--- src/rtl/zero_scan_arb_pkg.sv ---
// zero_scan_arb_pkg: shared constants, state encoding and round-robin helper
package zero_scan_arb_pkg;
    localparam int WIDTH = 32;
    localparam int NREQ  = 4;
    localparam int CNT_W = 16;
    typedef enum logic [1:0] {IDLE = 2'd0, EVAL = 2'd1, DONE = 2'd2} state_t;
    // first requesting index at or after p, wrapping 3->0
    function automatic logic [1:0] rr_pick(input logic [3:0] r, input logic [1:0] p);
        logic [1:0] c;
        rr_pick = p;
        for (int k = 3; k >= 0; k--) begin
            c = p + 2'(k);
            if (r[c]) rr_pick = c;
        end
    endfunction
endpackage

--- src/rtl/zero_scan_arb_norgate.sv ---
// norgate: all-zero detector (NOR reduction of a word)
module norgate #(
    parameter int WIDTH = 32
) (
    input  logic [WIDTH-1:0] in,
    output logic             out
);
    assign out = ~|in;
endmodule

--- src/rtl/zero_scan_arb.sv ---
// zero_scan_arb: round-robin arbiter feeding one shared all-zero detector
module zero_scan_arb
    import zero_scan_arb_pkg::*;
#(
    parameter int WIDTH = zero_scan_arb_pkg::WIDTH,
    parameter int NREQ  = zero_scan_arb_pkg::NREQ
) (
    input  logic                    clk,
    input  logic                    rst,
    input  logic [NREQ-1:0]         req,
    input  logic [NREQ*WIDTH-1:0]   din,
    output logic [NREQ-1:0]         gnt,
    output logic                    valid,
    output logic                    zero,
    output logic [1:0]              id,
    output logic [CNT_W-1:0]        zero_cnt
);
    state_t             state;
    logic [1:0]         ptr;
    logic [1:0]         gidx;
    logic [1:0]         pick;
    logic [WIDTH-1:0]   cap;
    logic               nz;

    assign pick = rr_pick(req, ptr);

    norgate #(.WIDTH(WIDTH)) u_nor (.in(cap), .out(nz));

    // grant / capture / evaluate / release sequence with saturating zero counter
    always_ff @(posedge clk) begin
        if (rst) begin
            state    <= IDLE;
            ptr      <= '0;
            gidx     <= '0;
            gnt      <= '0;
            valid    <= 1'b0;
            zero     <= 1'b0;
            id       <= '0;
            zero_cnt <= '0;
            cap      <= '0;
        end else begin
            case (state)
                IDLE: if (|req) begin
                    gnt   <= NREQ'(1) << pick;
                    cap   <= din[pick*WIDTH +: WIDTH];
                    gidx  <= pick;
                    state <= EVAL;
                end
                EVAL: begin
                    zero     <= nz;
                    valid    <= 1'b1;
                    id       <= gidx;
                    zero_cnt <= (nz && zero_cnt != '1) ? zero_cnt + 1'b1 : zero_cnt;
                    state    <= DONE;
                end
                DONE: begin
                    valid <= 1'b0;
                    zero  <= 1'b0;
                    id    <= '0;
                    gnt   <= '0;
                    ptr   <= gidx + 2'd1;
                    state <= IDLE;
                end
                default: state <= IDLE;
            endcase
        end
    end
endmodule

--- config.mk ---
export PLATFORM = sky130hd
export DESIGN_NAME = zero_scan_arb
export DESIGN_NICKNAME = d
export VERILOG_FILES = /design/src/rtl/zero_scan_arb_pkg.sv /design/src/rtl/zero_scan_arb_norgate.sv /design/src/rtl/zero_scan_arb.sv
export SDC_FILE = /design/constraint.sdc
export NUM_CORES = 1
export LEC_CHECK = 0
export CAP_MARGIN = 25
export CORE_MARGIN = 2
export CORE_UTILIZATION = 45
export DETAILED_ROUTE_END_ITERATION = 7
export PLACE_DENSITY = 0.86
export SYNTH_ARGS = -nofsm -noshare
export SYNTH_HDL_FRONTEND = slang
export SYNTH_HIERARCHICAL = 1
export SYNTH_SLANG_ARGS = --single-unit
--- constraint.sdc ---
create_clock -name clk -period 4 [get_ports clk]
set_clock_uncertainty 0.2 [all_clocks]
set_input_delay 0.4 -clock clk [delete_from_list [all_inputs] [get_ports clk]]
set_output_delay 0.4 -clock clk [all_outputs]
set_load 0.03 [all_outputs]
==> results of run 1 <==
==> state kept, by name, summed over array words and instances (netlist names) <==
| signal | cells |
|---|---|
| zero_cnt | 16 |
| gidx | 2 |
| ptr | 2 |
| id | 2 |
| gnt | 4 |
| valid | 1 |
| zero | 1 |
| state | 2 |
| cap | 32 |
==> power groups by stage <==
stage | sequential [mW] | clock [mW] | combinational, mW
after CTS | 0.721 | 0.477 | 0.552
final | 0.722 | 0.477 | 0.554
after floorplan | 0.732 | 0 | 0.329
after detailed placement | 0.733 | 0 | 0.549
after global routing | 0.729 | 0.507 | 0.601
after global placement | 0.732 | 0 | 0.536
==> worst paths after layout <==
| kind | start | endpoint | slack [ns] | depth (start not counted) |
|---|---|---|---|---|
| worst min register to register | cap[30]$_SDFFE_PP0P_ | cap[30]$_SDFFE_PP0P_ | 0.26 | 2 |
| worst min-delay path | cap[30]$_SDFFE_PP0P_ | cap[30]$_SDFFE_PP0P_ | 0.26 | 2 |
| worst max-delay path | req[0] | cap[12]$_SDFFE_PP0P_ | 1.16 | 8 |
| worst max register to register | cap[1]$_SDFFE_PP0P_ | zero_cnt[12]$_SDFFE_PP0P_ | 1.17 | 8 |
==> final cells by class <==
| cell class | instances | area [um2] | share of cell area, % |
|---|---|---|---|
| tap | 102 | 127.6 | 2.419 |
| clock inverter | 4 | 22.52 | 0.4269 |
| multi-input combinational | 339 | 2081 | 39.45 |
| clock buffer | 12 | 145.1 | 2.751 |
| sequential | 62 | 1241 | 23.53 |
| inverter | 5 | 18.77 | 0.3558 |
| timing repair buffer | 165 | 1639 | 31.07 |
==> cells in the mapped netlist, drive strengths merged <==
cell type    n
a211o        1
a211oi       2
a21oi       15
a221o       32
a22oi        2
a31oi        2
a32oi        1
and3         1
and3b        1
and4         3
buf          9
clkbuf      21
dfxtp       62
ha           5
inv          5
mux2i       33
nand2       19
nand2b       1
nand3        7
nand3b       1
nand4        5
nand4b       1
nor2       125
nor2b        5
nor3        39
nor3b        1
nor4        11
nor4b        1
o21a         1
o21ai        7
o31ai        1
or3          4
or4          1
xnor2        7
xor2         4
==> worst max-delay path, stage by stage <==
cell and delay (ns):
clkdlybuf4s50_1 0.48, nor2b_1 0.19, or4_4 0.53, nand2_2 0.42
buf_12 0.27, mux2i_1 0.10, a221o_1 0.35, nor3_1 0.15
==> through the flow <==
stage | instance area [um2] | utilization (%) | instances
3_3_place_gp | 5107 | 67.14 | 673
3_5_place_dp | 5107 | 67.14 | 673
4_1_cts | 5275 | 69.34 | 689
5_1_grt | 5275 | 69.34 | 689
6_report | 5275 | 69.34 | 689
2_1_floorplan | 3478 | - | 436
==> cell families after synthesis <==
kind of cell	share of synthesized area [%]
AND/OR/NAND/NOR	30.97
flip-flops	35.68
adder cells (fa/ha/maj)	1.799
AO/OA/AOI/OAI	14.53
XOR/XNOR	2.770
multiplexers	9.496
buffers and inverters	4.748
==> per-layer routing <==
metal / share of wire (%) / vias to the layer above / routed length (um) / track usage, %
li1: - / 1857 / - / -
met1: 41 / 1783 / 4674 / 33.35
met2: 50 / 129 / 5687 / 47.37
met3: 5.8 / 29 / 663 / 4.191
met4: 3.0 / 0 / 346 / 11.19
met5: 0 / - / 0 / 0
==> out/qor.csv, run 1 <==
stage;metric;value;unit
outcome;status;finished clean;
route;vias post-DR;3798;
power;Sw Pwr;542.9;uW
floorplanning;Starting Density;45.72;%
timing;final setup margin;1.162;ns
cts;clock-pin slew on the worst setup and hold paths;0.07;ns
placement;worst slack, placed;0.8348;ns
critical_path;WP data required;4.06;ns
critical_path;Data arrival, critical path;2.90;ns
power;P_int;1.210;mW
synth;sequential area share after synthesis;35.68;%
flow_run;maxcap violations;0;
grt;largest net degree at the start of global routing;33;
synth;Post-Syn Instances;436;
power;Tot Pwr;1.753;mW
power;Clk pwr share;27.2;%
route;DRC viols;0;
synth;synth unique cells;43;
timing;setup TNS;0;ns
grt;GRT Residual Overflow;0;
timing;fin crit share;70.96;%
cells_and_area;filler instances;619;
power;Sw Share;30.97;%
route;Post-DRT Antenna Nets;0;
critical_path;critical path type;in -> reg;
power;Max VDD drop;160.6;uV
grt;initial antenna violation count;0;
floorplanning;core area;0.007607;mm2
route;Iteration-0 DRC Markers;219;
route;vias per inst;5.512;
route;DRT Pass-1 Iters;4;
grt;GRT Overall Usage;27.16;%
timing;Setup violations, final;0;
power;Cell Pwr Density;332.4;mW/mm2
cts;Clk Latency, worst-skew pair;0.34;ns
timing;Slew @ Worst Pin;0.5873;ns
cells_and_area;final layout net count;721;
synth;FF+latch count, synth;62;
cts;# resized after CTS;0;
cells_and_area;commonest non-fill, non-tap cells in the layout;clkdlybuf4s50_1, nor2_1, dfxtp_1, mux2i_1, a221o_1;
floorplanning;FP Rows;32;
power;Logic pwr share;31.6;%
grt;first-pass GRT wire length;18350;um
synth;synthesized area;0.003478;mm2
power;Leakage;1.988;nW
cts;CTS Sinks;62;
floorplanning;Die Ht;91.92;um
cells_and_area;most common cell after layout, fill and taps aside;clkdlybuf4s50_1;
cts;Max clock buf depth;2;
synth;post-synth net total;575;
cts;H-tree depth;3;
critical_path;crit path max fanout;24;
cells_and_area;ant diodes;0;
placement;Buffers on Ports;157;
power;Seq pwr share;41.2;%
timing;Max Freq;352.3;MHz
timing;Pins Over Slew Limit;0;
cts;cts hold-fix bufs;0;
timing;Worst slew margin;60.85;%
cts;Root Buffer;clkbuf_8;
synth;Yosys top cell area share;35.68;%
timing;Final Critical Period;2.838;ns
worst_hold_path;Worst Hold Class;reg -> reg;
cts;CTS tree;done;
synth;Synthesis Warnings;6;
cts;post-CTS setup buffer count;0;
timing;Fin. Hold Viols;0;
route;WL final;11370;um
synth;Synth area leader;dfxtp_1;
floorplanning;Die ar.;0.008449;mm2
cells_and_area;fraction of layout cells with a size suffix above 1;6.644;%
cts;Num CTS Buffers;9;
placement;post-detail-place hpwl;8439;um
synth;synth top area cells;dfxtp_1, nor2_1, mux2i_1;
synth;Mean Syn Cell Area;7.978;um2
route;Avg WL per Cell;16.50;um
grt;vias in the first global route;3733;
timing;RSZ-0062 raised after global routing;no;
critical_path;Critical Path End Type;register;
placement;Final Wtd Congestion;0.8514;
critical_path;Setup crit start kind;input pin;
floorplanning;DIE WIDTH;91.92;um
floorplanning;Ports;158;
timing;minimum hold slack;0.2586;ns
cells_and_area;area grow syn2layout;51.65;%
Power figures use the tool's default switching activity.
==> run 2: changes to the inputs <==
--- a/config.mk
+++ b/config.mk
@@ -7,9 +7,9 @@
 export LEC_CHECK = 0
 export CAP_MARGIN = 25
 export CORE_MARGIN = 2
-export CORE_UTILIZATION = 45
+export CORE_UTILIZATION = 38
 export DETAILED_ROUTE_END_ITERATION = 7
-export PLACE_DENSITY = 0.86
+export PLACE_DENSITY = 0.77
 export SYNTH_ARGS = -nofsm -noshare
 export SYNTH_HDL_FRONTEND = slang
 export SYNTH_HIERARCHICAL = 1
==> constraint.sdc (replaced) <==
create_clock -name clk -period 2.35 [get_ports clk]
set_clock_uncertainty 0.2 [all_clocks]
set_input_delay 0.235 -clock clk [delete_from_list [all_inputs] [get_ports clk]]
set_output_delay 0.235 -clock clk [all_outputs]
set_load 0.03 [all_outputs]
==> run 2 against run 1 <==
  * The run now ends with negative setup slack left
  * Global-route usage down 2.4 points
  * Via count up 3.3%
  * Cell count up 3.9%
  * Sequential share of layout area down 1.6 points
  * Non-clock buffer count up 21
  * Setup slack worse by 1.2 ns
  * First-iteration DRC count down 6.4%
  * Routed wire length up 12%
  * Die area up 18%
  * Clock-buffer cell count down 3
  * Design area up 7.4%
  * Clock power up 120%
==> out/qor.csv, run 2 (same netlist as run 1, synthesis figures left out) <==
stage;metric;value;unit
cells_and_area;largest reg by FF count;cap;
timing;Fin. Hold Viols;0;
cells_and_area;most common cell after layout, fill and taps aside;clkdlybuf4s50_1;
cells_and_area;ant diodes;0;
critical_path;Buffers & Inverters on Critical Path;2;
placement;Buffers on Ports;157;
timing;RSZ-0062 raised after global routing;yes;
grt;GRT Residual Overflow;0;
critical_path;Setup crit start kind;register;
floorplanning;FP Rows;34;
critical_path;max incr delay on CP;0.40;ns
floorplanning;core area;0.008806;mm2
cts;CTS tree;done;
cells_and_area;commonest non-fill, non-tap cells in the layout;clkdlybuf4s50_1, nor2_1, dfxtp_1, mux2i_1, a221o_1;
power;Cell Pwr Density;595.0;mW/mm2
route;WL final;12760;um
grt;GRT Overall Usage;24.74;%
critical_path;CP max stage cell;nor4_1;
grt;first-pass GRT wire length;19270;um
route;Avg WL per Cell;17.82;um
critical_path;cell family with most CP delay;simple AND/OR/NAND/NOR gates;
timing;Pins Over Slew Limit;0;
power;Max VDD drop;484.8;uV
critical_path;Data arrival, critical path;2.41;ns
timing;Slew @ Worst Pin;0.6167;ns
floorplanning;Ports;158;
floorplanning;Die Ht;99.68;um
cts;Clk Latency, worst-skew pair;0.35;ns
cts;Root Buffer;clkbuf_8;
timing;Max Freq;421.0;MHz
critical_path;WP data required;2.39;ns
cells_and_area;filler instances;748;
cells_and_area;final layout net count;742;
grt;initial antenna violation count;0;
route;Post-DRT Antenna Nets;0;
cts;Num CTS Buffers;9;
route;DRT Pass-1 Iters;5;
timing;Worst slew margin;58.57;%
cts;clock-pin slew on the worst setup and hold paths;0.08;ns
placement;Final Wtd Congestion;0.9078;
critical_path;CP Cell Sequence;nor4_1, nand4_1, nor2_2, buf_4, nand4_1, a211oi_2, buf_4, nand4_1, xor2_1, nor2_1;
cts;CTS Sinks;62;
cts;H-tree depth;3;
cells_and_area;fraction of layout cells with a size suffix above 1;12.34;%
critical_path;crit path max fanout;4;
cells_and_area;final instance area;0.005667;mm2
cells_and_area;registers with the most flip-flops;cap (32), zero_cnt (16), gnt (4);
placement;post-placement cell area;0.005313;mm2
outcome;status;complete, but fails checks;
timing;Final Critical Period;2.375;ns
outcome;failing checks;negative setup slack;
critical_path;most frequent CP cell;nand4_1;
route;vias per inst;5.478;
floorplanning;Starting Density;39.50;%
critical_path;critical path type;reg -> reg;
route;DRC viols;0;
worst_hold_path;Worst Hold Class;in -> reg;
cells_and_area;max reg flops;32;
power;Leakage;2.162;nW
grt;largest net degree at the start of global routing;32;
placement;post-detail-place hpwl;8926;um
critical_path;Critical Path End Type;register;
route;vias post-DR;3922;
route;Iteration-0 DRC Markers;205;
floorplanning;Die ar.;0.009935;mm2
timing;Setup violations, final;2;
cells_and_area;area grow syn2layout;62.91;%
floorplanning;DIE WIDTH;99.68;um
timing;final setup margin;-0.02517;ns
placement;worst slack, placed;-0.3217;ns
cts;Max clock buf depth;2;
flow_run;maxcap violations;0;
grt;vias in the first global route;4069;
timing;fin crit share;101.1;%
-- run 2: final cells by class --
class | instances | area [um2] | area share (%)
Tap cell | 108 | 135.1 | 2.385
Inverter | 5 | 18.77 | 0.3312
Multi-Input combinational cell | 339 | 2143 | 37.82
Timing Repair Buffer | 186 | 1904 | 33.61
Clock inverter | 7 | 96.34 | 1.700
Sequential cell | 62 | 1245 | 21.97
Clock buffer | 9 | 123.9 | 2.186
-- run 2: through the flow --
step	util, %	hold WS, ns	total power, mW	TNS (ns)	cells
final	64.35	0.1501	3.371	-0.02993	716
after global routing	64.35	0.1543	3.522	-0.5412	716
after CTS	63.14	0.1375	3.339	0	714
after detailed placement	60.33	0.2538	2.266	-8.211	697
after global placement	60.33	0.2458	2.238	-6.228	697
after floorplan	-	0.2118	1.806	0	436
-- run 2: per-layer routing --
layer	GRT usage [%]	wire length, um	part of all wire, %
met4	10.43	320	2.5
met5	0	0	0
met1	27.14	5098	40
met2	46.67	6580	52
met3	4.146	760	6.0
-- run 2: worst paths after layout --
check	depth (start not counted)	to	from	slack, ns
min	2	ptr[0]$_SDFFE_PP0P_	rst	0.15
max	10	zero_cnt[12]$_SDFFE_PP0P_	cap[18]$_SDFFE_PP0P_	-0.03
max reg2reg	10	zero_cnt[12]$_SDFFE_PP0P_	cap[18]$_SDFFE_PP0P_	-0.03
min reg2reg	2	gnt[3]$_SDFFE_PP0P_	gnt[3]$_SDFFE_PP0P_	0.26
-- run 2: power by group --
group | internal, mW | switching [mW] | total (mW)
sequential | 1.16 | 0.0760 | 1.24
combinational | 0.578 | 0.495 | 1.07
clock | 0.598 | 0.465 | 1.06
total | 2.34 | 1.04 | 3.37
-- run 2: repair_timing --
action | 4_1_cts | 5_1_grt
gates resized for setup | 4 | 16
buffers inserted | 1 | 0
hold buffers | 0 | 0
gates cloned | 0 | 2
pin swaps | 1 | 3
endpoints found under the setup margin | 4 | 29
endpoints found under the hold margin | 0 | 0
